<file path="src/rtl/mem_stage.sv">
// mem_stage: MEM stage of the 5-stage LoongArch pipeline. It holds the EX payload, waits for the load response, then aligns and extends the load data.
// Latency: 1 cycle from accept to WB when data_ok arrives in the entry cycle (or for non-loads); a late load holds until data_ok arrives.
// Backpressure: MEM_allow_in drops while a load waits for data or WB refuses. A response that arrives during a WB stall is kept in rdata_buf.
// Ports: EX handshake (EX_to_MEM_valid/bus, MEM_allow_in), data SRAM response (data_ok/rdata),
//        WB handshake (MEM_to_WB_valid/bus, WB_allow_in), MEM_to_ID_bus forwarding, wb_flush in, MEM_ex out.
module mem_stage #(
    parameter int EX_BUS_W = 194,
    parameter int WB_BUS_W = 188
) (
    input  logic                clk,
    input  logic                resetn,
    input  logic                EX_to_MEM_valid,
    input  logic [EX_BUS_W-1:0] EX_to_MEM_bus,
    output logic                MEM_allow_in,
    input  logic                data_sram_data_ok,
    input  logic [31:0]         data_sram_rdata,
    input  logic                WB_allow_in,
    output logic                MEM_to_WB_valid,
    output logic [WB_BUS_W-1:0] MEM_to_WB_bus,
    output logic [38:0]         MEM_to_ID_bus,
    input  logic                wb_flush,
    output logic                MEM_ex
);

    logic                mem_valid;
    logic [EX_BUS_W-1:0] bus_q;
    logic [31:0]         rdata_buf;
    logic                rdata_buf_valid;

    // Fields of the latched EX payload
    logic        csr_we;
    logic [13:0] csr_num;
    logic [31:0] csr_wmask;
    logic [31:0] csr_wvalue;
    logic        inst_ertn;
    logic [5:0]  ex_type;
    logic        res_from_mem;
    logic [4:0]  ld_op;        // one-hot {b, h, w, bu, hu}
    logic        gr_we;
    logic [4:0]  dest;
    logic [31:0] alu_result;
    logic [31:0] pc;
    logic [31:0] inst;

    assign {csr_we, csr_num, csr_wmask, csr_wvalue, inst_ertn, ex_type, res_from_mem,
            ld_op, gr_we, dest, alu_result, pc, inst} = bus_q;

    logic        need_data;
    logic        ready_go;
    logic        leave;
    logic        capture;
    logic [31:0] raw;
    logic [31:0] shift_b;
    logic [31:0] shift_h;
    logic [31:0] load_value;
    logic [31:0] final_result;
    logic        fwd_we;
    logic        ld_pending;

    // A faulting load never went to memory, so it must not wait for a response.
    assign need_data       = res_from_mem & ~|ex_type;
    assign ready_go        = ~need_data | data_sram_data_ok | rdata_buf_valid;
    assign MEM_allow_in    = ~mem_valid | (ready_go & WB_allow_in);
    assign MEM_to_WB_valid = mem_valid & ready_go & ~wb_flush;
    assign leave           = MEM_to_WB_valid & WB_allow_in;
    assign capture         = mem_valid & need_data & data_sram_data_ok & ~rdata_buf_valid;

    always_ff @(posedge clk or negedge resetn) begin
        if (!resetn) begin
            mem_valid <= 1'b0;
        end else if (wb_flush) begin
            mem_valid <= 1'b0;
        end else if (MEM_allow_in) begin
            mem_valid <= EX_to_MEM_valid;
        end
    end

    always_ff @(posedge clk or negedge resetn) begin
        if (!resetn) begin
            bus_q <= '0;
        end else if (EX_to_MEM_valid && MEM_allow_in) begin
            bus_q <= EX_to_MEM_bus;
        end
    end

    // The SRAM presents rdata for one cycle only. Keep it if WB cannot take the result in that cycle.
    always_ff @(posedge clk or negedge resetn) begin
        if (!resetn) begin
            rdata_buf       <= 32'h0;
            rdata_buf_valid <= 1'b0;
        end else if (wb_flush || leave) begin
            rdata_buf_valid <= 1'b0;
        end else if (capture) begin
            rdata_buf       <= data_sram_rdata;
            rdata_buf_valid <= 1'b1;
        end
    end

    // Align by address offset. Halfword ignores offset bit 0 and word ignores the offset; misalignment is trapped upstream.
    assign raw     = rdata_buf_valid ? rdata_buf : data_sram_rdata;
    assign shift_b = raw >> {alu_result[1:0], 3'b000};
    assign shift_h = raw >> {alu_result[1], 4'b0000};

    always_comb begin
        load_value = raw;
        if (ld_op[4]) begin
            load_value = {{24{shift_b[7]}}, shift_b[7:0]};
        end else if (ld_op[3]) begin
            load_value = {{16{shift_h[15]}}, shift_h[15:0]};
        end else if (ld_op[1]) begin
            load_value = {24'h0, shift_b[7:0]};
        end else if (ld_op[0]) begin
            load_value = {16'h0, shift_h[15:0]};
        end
    end

    assign final_result = need_data ? load_value : alu_result;
    assign fwd_we       = mem_valid & gr_we & (dest != 5'd0);
    assign ld_pending   = mem_valid & need_data & ~ready_go;
    assign MEM_ex       = mem_valid & (|ex_type | inst_ertn);

    assign MEM_to_WB_bus = {csr_we, csr_num, csr_wmask, csr_wvalue, inst_ertn, ex_type,
                            final_result, gr_we, dest, pc, inst};
    assign MEM_to_ID_bus = {fwd_we, dest, final_result, ld_pending};

endmodule
</file>
<file path="config.mk">
export PLATFORM = sky130hd
export DESIGN_NAME = mem_stage
export DESIGN_NICKNAME = d
export VERILOG_FILES = /design/src/rtl/mem_stage.sv
export SDC_FILE = /design/constraint.sdc
export NUM_CORES = 1
export LEC_CHECK = 0
export BUFFER_PORTS_ARGS = -buffer_cell sky130_fd_sc_hd__buf_2
export CORE_MARGIN = 3
export CORE_UTILIZATION = 29
export DETAILED_ROUTE_END_ITERATION = 12
export PLACE_DENSITY = 0.51
export SLEW_MARGIN = 5
export SYNTH_ARGS = -nofsm -noshare
export SYNTH_HDL_FRONTEND = slang
export SYNTH_SLANG_ARGS = --single-unit
</file>
<file path="constraint.sdc">
create_clock -name clk -period 6.5 [get_ports clk]
set_input_delay 0.975 -clock clk [delete_from_list [all_inputs] [get_ports clk]]
set_output_delay 0.975 -clock clk [all_outputs]
set_load 0.03 [all_outputs]
</file>
After elaboration in Yosys (flattened, before gate mapping):

Index checks and enable logic that the tools add are counted.

* shifts and indexed selects: 2
* multiplexer cells: 10
* bitwise operators: 22
* reduce and logical (&&, ||, !) cells: 8

Operators by type and width (count)
* $mux 32: 6
* $shr 32x5->16: 1
* $shr 32x5->8: 1
* $and 1x1->1: 12
* $not 1->1: 6
* $reduce_or 6->1: 1
* $reduce_bool 5->1: 1
* $mux 1: 4
* $or 1x1->1: 4
* $reduce_bool 2->1: 2
* $reduce_and 2->1: 1
* $logic_and 1x1->1: 1
* $logic_not 1->1: 1
* $logic_or 1x1->1: 1

* flip-flop bits (word level): 228
* input port bits: 232
* output and inout bits: 230
* word-level logic and storage cells: 46

Longest topological paths before layout:

Gate-level depths: netlist (run 1).

* depth after elaboration: 12
* depth in mapped cells: 8
* mapped depth without buffers: 4

Least setup slack after synthesis (run 1):

No wires, ideal clock.

* path type: input -> output
* start point: input port data_sram_rdata[31]
* end point: output port MEM_to_WB_bus[100]
* data arrival time: 2.511 ns
* required time: 5.525 ns
* path slack: 3.014 ns
* cell stages on the path: 6
* path buffers: 2
* cell sequence: mux4_2 -> mux2i_1 -> nand3_1 -> clkbuf_1 -> o221a_2 -> buf_4

* longest elaborated chain between the ends: 5
* elaborated cells between the ends (all ways): 6
* classes of those cells: shift (2); mux (4)

Ends and longest elaborated chain
* start: declaration: RTL line 16 `input logic [31:0] data_sram_rdata,`
* $mux 32 (*): RTL line 100 `assign raw = rdata_buf_valid ? rdata_buf : data_sram_rdata;`
* $shr 32x5->16: RTL line 102 `assign shift_h = raw >> {alu_result[1], 4'b0000};`
* $mux 32: RTL line 108 `end else if (ld_op[3]) begin`
* $mux 32 (*): RTL line 106 `if (ld_op[4]) begin`
* $mux 32 (*): RTL line 117 `assign final_result = need_data ? load_value : alu_result;`
* end: declaration: RTL line 19 `output logic [WB_BUS_W-1:0] MEM_to_WB_bus,`

Mark *: on every way between the ends. The rest lies on a longest branch, timed or not.

Final worst setup path (run 1):

* start point: register bus_q[113]
* end point: output port MEM_to_ID_bus[28]

* longest elaborated chain between the ends: 4

Ends and longest elaborated chain
* start: declaration: RTL line 26 `logic [EX_BUS_W-1:0] bus_q;`
* start signal: assignment: RTL line 82 `bus_q <= EX_to_MEM_bus;`
* $reduce_or 6->1: RTL line 61 `assign need_data = res_from_mem & ~|ex_type;`
* $logic_not 1->1: RTL line 61
* $and 1x1->1: RTL line 61
* $mux 32: RTL line 117
* end: declaration: RTL line 20 `output logic [38:0] MEM_to_ID_bus,`

Every way passes these cells.

==> flow_summary.toml, run 1 <==
[global_route]
track_usage = 0.138
grt_pass1_wl_um = 48200
grt_max_degree = 123
antenna_found_initial = 6
grt_pass1_vias = 7905
gr-total-overflow = 0

[worst_setup_path]
worst_ep_arrival_time_ps = 3520
cp_slowest_stage_delay_ps = 700
crit_buf_inv = 1
startpoint_type = "flip-flop"
r2r-start = "rdata_buf_valid"
path_max_fanout = 17
critical_path_class = "reg2out"
crit_path_start = "bus_q[113]"
endpoint_kind = "output pin"
path_delay_family = "simple AND/OR/NAND/NOR gates"
crit_required_ps = 5520
crit_chain = "or4_4 > nor3_4 > nand3_1 > o221a_2 > buf_2"
cp_slowest_cell = "nand3_1"

[finish]
syn_to_final_growth_pct = 19.0
nets = 1368
utilization = 0.355
drive_gt1_frac = 0.607

[clocking]
clock_sinks = 227
clk_pin_slew_worst_paths_ps = 60
tritoncts = "yes"
post_cts_buffers = 0
root_buffer = "clkbuf_16"
ctsResizeCount = 0
hold_buffers = 0
clock_latency_ps = 540
clock_path_buffers = 3
numCtsBuffers = 27
htreeDepth = 1

[die]
start_util = 0.298
die_area_mm2 = 0.0439
fp.dieH_um = 209
core-area_mm2 = 0.0403
rows = 73
die_x_um = 209
ios = 462

[place]
port-buffer-count = 460
hpwlAfterDp_um = 23800
place_congestion = 0.811

[logic_synthesis]
syn_inst = 876
synth_common_cells = "dfrtp_1, buf_4, mux2_1"
synth_most_common_cell = "dfrtp_1"
ys_dominant_reg_cell = "dfrtp_1"
synth_compound_area_frac = 0.0342
syn_nets = 1108
synth_simple_gate_area_frac = 0.0281
synth.avg_cell_area_um2 = 13.7
synth-edff-count = 0
muxShareOfSynthArea = 0.314
synth_top_family_by_area = "multiplexers"
synth.area.top_cells = "dfrtp_1, buf_4, mux2_1, mux2_4, mux4_2"
yosys.area_share.xor_xnor = 0
synthAdderAreaFrac = 0
synth_top_area_cell = "dfrtp_1"
synth_area_mm2 = 0.0120
synth_seq_area_share = 0.473
yosysUniqueCellTypes = 38
synth_top_area_frac = 0.473
async_flop_share = 1.00
ys_warn_count = 0
synth-seq-cells = 227

[routing]
first_iter_violations = 322
wl_per_cell_um = 18.8
drc = 0
drt_wl_total_um = 31700
drt-vias-per-instance = 4.43
dr.pass1.iters = 4
antenna_left = 0
vias = 7453

[timing]
finalHoldViolCount = 0
relSlewSlack = 0.364
period_needed_ps = 4490
fmax_mhz = 223
skew_ps = 17.3
finalSetupTns_ps = 0
rsz0062_at_grt = "no"
slew_violations = 0
worst-slew-pin-transition_ps = 954
setup_viol = 0
period_share = 0.691

[power]
pwr_density_cell_mw_per_mm2 = 312
worst_ir_drop_vdd_uv = 190
leakage_nw = 6.88

[job]
drv_cap = 0

[hold_path]
min_path_type = "in2async"

[status]
status = "finished, final reports clean"
==> layer usage <==
| metal | track usage | share of wire | vias to the layer above |
|---|---|---|---|
| li1 | - | - | 3433 |
| met2 | 0.235 | 0.49 | 246 |
| met5 | 0 | 0.00085 | - |
| met4 | 0.0291 | 0.019 | 4 |
| met3 | 0.0335 | 0.066 | 38 |
| met1 | 0.178 | 0.42 | 3732 |
==> worst reg2reg max path, delay by kind of cell, from the launching register on <==
family	cells	cell delay [ps]
buf+inv	3	1640
compound gates	1	720
flops	1	510
mux	1	440
simple gates	2	350
==> logic make-up (layout without fill, tap and decap cells) <==
logic type      count (synthesis)  in the layout
mux                           283            283
buf+inv                       244            524
flops                         227            227
compound gates                 53             53
other cells                     0              2
simple gates                   69             69
==> flip-flops by register name, indices dropped and copies added, names as in the netlist <==
register,cells
rdata_buf,32
bus_q,193
rdata_buf_valid,1
mem_valid,1
==> worst paths after layout <==
kind                            slack [ps]  depth (start not counted)                 to
worst max-delay path                  2010                          5  MEM_to_ID_bus[28]
worst min-delay path                   470                          1           bus_q[6]
worst max register to register        2710                          7          bus_q[61]
worst min register to register         480                          1           bus_q[7]
max in group asynchronous             4800                          2         bus_q[165]
min in group clk                       480                          1           bus_q[7]
==> where the power goes <==
part / switching, mW / leakage (nW) / internal, mW / total, mW
combinational: 0.708 / 3.66 / 0.423 / 1.13
clock: 0.602 / 0.487 / 1.05 / 1.65
sequential: 0.0999 / 2.73 / 1.57 / 1.67
total: 1.41 / 6.88 / 3.04 / 4.45
==> metrics by stage <==
| step | total power, mW | instance area, um2 | setup WS [ps] | instances | hold slack (ps) |
|---|---|---|---|---|---|
| 6_report | 4.45 | 14300 | 2010 | 1683 | 466 |
| 2_1_floorplan | 2.67 | 12000 | 3010 | 876 | 459 |
| 3_3_place_gp | 2.84 | 13300 | 2530 | 1632 | 462 |
| 4_1_cts | 4.53 | 14300 | 1940 | 1681 | 484 |
| 5_1_grt | 4.65 | 14300 | 1760 | 1682 | 496 |
| 3_5_place_dp | 2.84 | 13300 | 2530 | 1632 | 469 |
==> layout make-up <==
| cell class | count | area [um2] |
|---|---|---|
| Fill cell | 3993 | 26000 |
| Sequential cell | 227 | 5680 |
| Multi-Input combinational cell | 405 | 4530 |
| Timing Repair Buffer | 469 | 2400 |
| Clock buffer | 37 | 793 |
| Tap cell | 525 | 657 |
| Clock inverter | 12 | 188 |
| Inverter | 6 | 22.5 |
| Antenna cell | 2 | 5.00 |
==> layout by cell type, fill, tap and decap left out, types with 2 or more instances in the layout <==
master     Yosys  routed
nand3_1        2       2
buf_4        197       7
mux4_2        31      31
buf_2          8     459
mux2_4        70      70
o21ai_0        3       3
nand2b_1       3       3
a21oi_1       21      21
clkbuf_16      0      27
mux2_2        61      61
clkbuf_1      14       2
mux2i_1       19      19
clkinv_2       0       6
or2_2          2       2
mux2_1       102     102
or3_1          3       3
nor3_1         5       5
bufinv_16      0       5
inv_1          5       5
diode_2        0       2
buf_12         0       2
nor2_1        31      31
dfrtp_1      227     226
clkbuf_8       0       8
a211oi_1       3       3
nand2_1       17      17
nor4b_1        2       2
o221a_2       17      17
Note: power is estimated with default switching activity, not from simulation.
==> run 2: changes to the inputs <==
ABC_AREA = 1   (was unset)
PLACE_DENSITY = 0.53   (was 0.51)
clock period = 4.12 ns   (was 6.5 ns; I/O delays follow)
==> run 2 against run 1 <==
  * Register-to-register slack worse by 1100 ps
  * Via count grew 43%
  * Synthesized cell count grew 76%
  * Combinational power grew 48%
  * Worst setup slack worse by 1700 ps
  * Clock power up 50%
  * First-iteration DRC count rose to 2.7 times the previous value
  * Critical path type unchanged
==> flow_summary.toml, run 2 <==
[finish]
multi_input_area_mm2 = 0.00432
utilization = 0.345
fillers = 4423
final_area_mm2 = 0.0142
layout_common_cells = "nand2_1, buf_2, nand3_1"
largest-register = "bus_q"
nets = 1987
instances_no_fill = 2312
ff_latch_area_mm2 = 0.00568
drive_gt1_frac = 0.302
largest_register_ffs = 193
reg_top3 = "bus_q: 193 flops, rdata_buf: 32 flops"
mostFrequentLayoutCell = "nand2_1"
syn_to_final_growth_pct = 17.4

[routing]
vias = 10700
wl_per_cell_um = 17.0
antenna_left = 0
drc = 0
dr.pass1.iters = 5
first_iter_violations = 857
drt_wl_total_um = 39200
drt-vias-per-instance = 4.62

[timing]
slew_violations = 0
finalHoldViolCount = 0
relSlewSlack = 0.287
finalSetupTns_ps = 0
fmax_mhz = 262
period_needed_ps = 3810
skew_ps = 19.8
setup_viol = 0
whs_ps = 30.5
period_share = 0.925
setup_ws_ps = 307
rsz0062_at_grt = "no"
worst-slew-pin-transition_ps = 1060

[worst_setup_path]
path_max_fanout = 32
worst_ep_arrival_time_ps = 3190
crit_chain = "buf_4 > or2_1 > o21ai_1 > nand2_1 > nand3_1 > nand2_1 > nand2_1 > nand3_1 > buf_2"
endpoint_kind = "output pin"
ff2ff_setup_slack_ps = 1570
crit_required_ps = 3500
cp_slowest_stage_delay_ps = 620
crit_top_cell = "nand2_1"
cp_slowest_cell = "nand2_1"
startpoint_type = "flip-flop"
critical_path_class = "reg2out"

[logic_synthesis]
synth_top_area_frac = 0.470
yosysUniqueCellTypes = 29
syn_nets = 1774
synth_common_cells = "nand2_1, nand3_1, dfrtp_1"
synth_seq_area_share = 0.470
syn_inst = 1542
async_flop_share = 1.00
synth-seq-cells = 227
synth-edff-count = 0
synth_most_common_cell = "nand2_1"
synth.area.top_cells = "dfrtp_1, nand2_1, buf_4, nand3_1, nand4_1"
ys_dominant_reg_cell = "dfrtp_1"
synth.avg_cell_area_um2 = 7.83
ys_warn_count = 0
synth_top_area_cell = "dfrtp_1"
synth_area_mm2 = 0.0121

[die]
die_area_mm2 = 0.0441
ios = 462
start_util = 0.294
core-area_mm2 = 0.0410
die_x_um = 210
rows = 74
fp.dieH_um = 210

[global_route]
grt_pass1_vias = 10600
track_usage = 0.172
grt_pass1_wl_um = 61200
grt_max_degree = 97
gr-total-overflow = 0
antenna_found_initial = 11

[clocking]
root_buffer = "clkbuf_16"
numCtsBuffers = 27
clock_latency_ps = 550
clock_sinks = 227
ctsResizeCount = 0
clock_path_buffers = 3
tritoncts = "yes"
htreeDepth = 1
hold_buffers = 0
clk_pin_slew_worst_paths_ps = 60
post_cts_buffers = 0

[place]
port-buffer-count = 460
place_inst = 2258
dpl_worst_slack_ps = 809
dpl_cell_area_mm2 = 0.0132
place_congestion = 0.826
hpwlAfterDp_um = 27800

[status]
status = "finished, final reports clean"

[power]
worst_ir_drop_vdd_uv = 242
pwr_density_cell_mw_per_mm2 = 478
leakage_nw = 8.00
finalPower_mw = 6.77

[job]
drv_cap = 0

[hold_path]
min_path_type = "in2async"
==> run 2: changes by cell type in the layout (fill, tap and decap cells not counted), sizes merged, moves of 17 or more <==
cell	previous run	this run
nand2	17	633
o221a	17	0
a21oi	21	4
nand4	0	34
mux2i	19	0
o21ai	4	32
nand3	2	237
mux2	233	0
mux4	31	0
==> run 2: power by group <==
group          switching, mW  leakage (nW)  total [mW]  internal [mW]
combinational           1.20          4.73        1.67          0.468
clock                  0.960         0.446        2.48           1.52
sequential             0.145          2.83        2.62           2.47
==> run 2: per-layer routing <==
metal / wire [um] / vias to the layer above / track usage
met5: 34 / - / 0
met4: 1170 / 6 / 0.0628
met2: 18500 / 372 / 0.277
met3: 2620 / 66 / 0.0350
met1: 16900 / 5055 / 0.230
li1: - / 5183 / -
==> run 2: worst max-delay path, delay by kind of cell, from the launching register on <==
kind	cells	cell delay, ps
and+or+nand+nor	6	1480
buffers and inverters	2	560
DFF	1	460
AOI/OAI and AO/OA	1	140
==> run 2: area by class of cell <==
class,count,area share
diodes,7,0.00124
repair buffers,478,0.176
clock inverters,10,0.0113
well taps,532,0.0470
inverters,21,0.00556
flip-flops and latches,227,0.401
multi-input cells,1000,0.305
clock buffers,37,0.0532
==> run 2: final timing paths <==
path                                           to  cells past startpoint                from
worst max register to register         bus_q[191]                      9          bus_q[111]
max in group asynchronous               bus_q[96]                      2              resetn
worst min register to register          bus_q[41]                      2           bus_q[41]
worst max-delay path            MEM_to_ID_bus[22]                      9     rdata_buf_valid
min in group clk                       bus_q[167]                      3  EX_to_MEM_bus[167]
worst min-delay path                   bus_q[117]                      1              resetn
==> run 2: kinds of logic after synthesis <==
family	count (synthesis)	share of synthesized area
DFF	227	0.470
buffers and inverters	315	0.173
and+or+nand+nor	946	0.330
AOI/OAI and AO/OA	54	0.0260
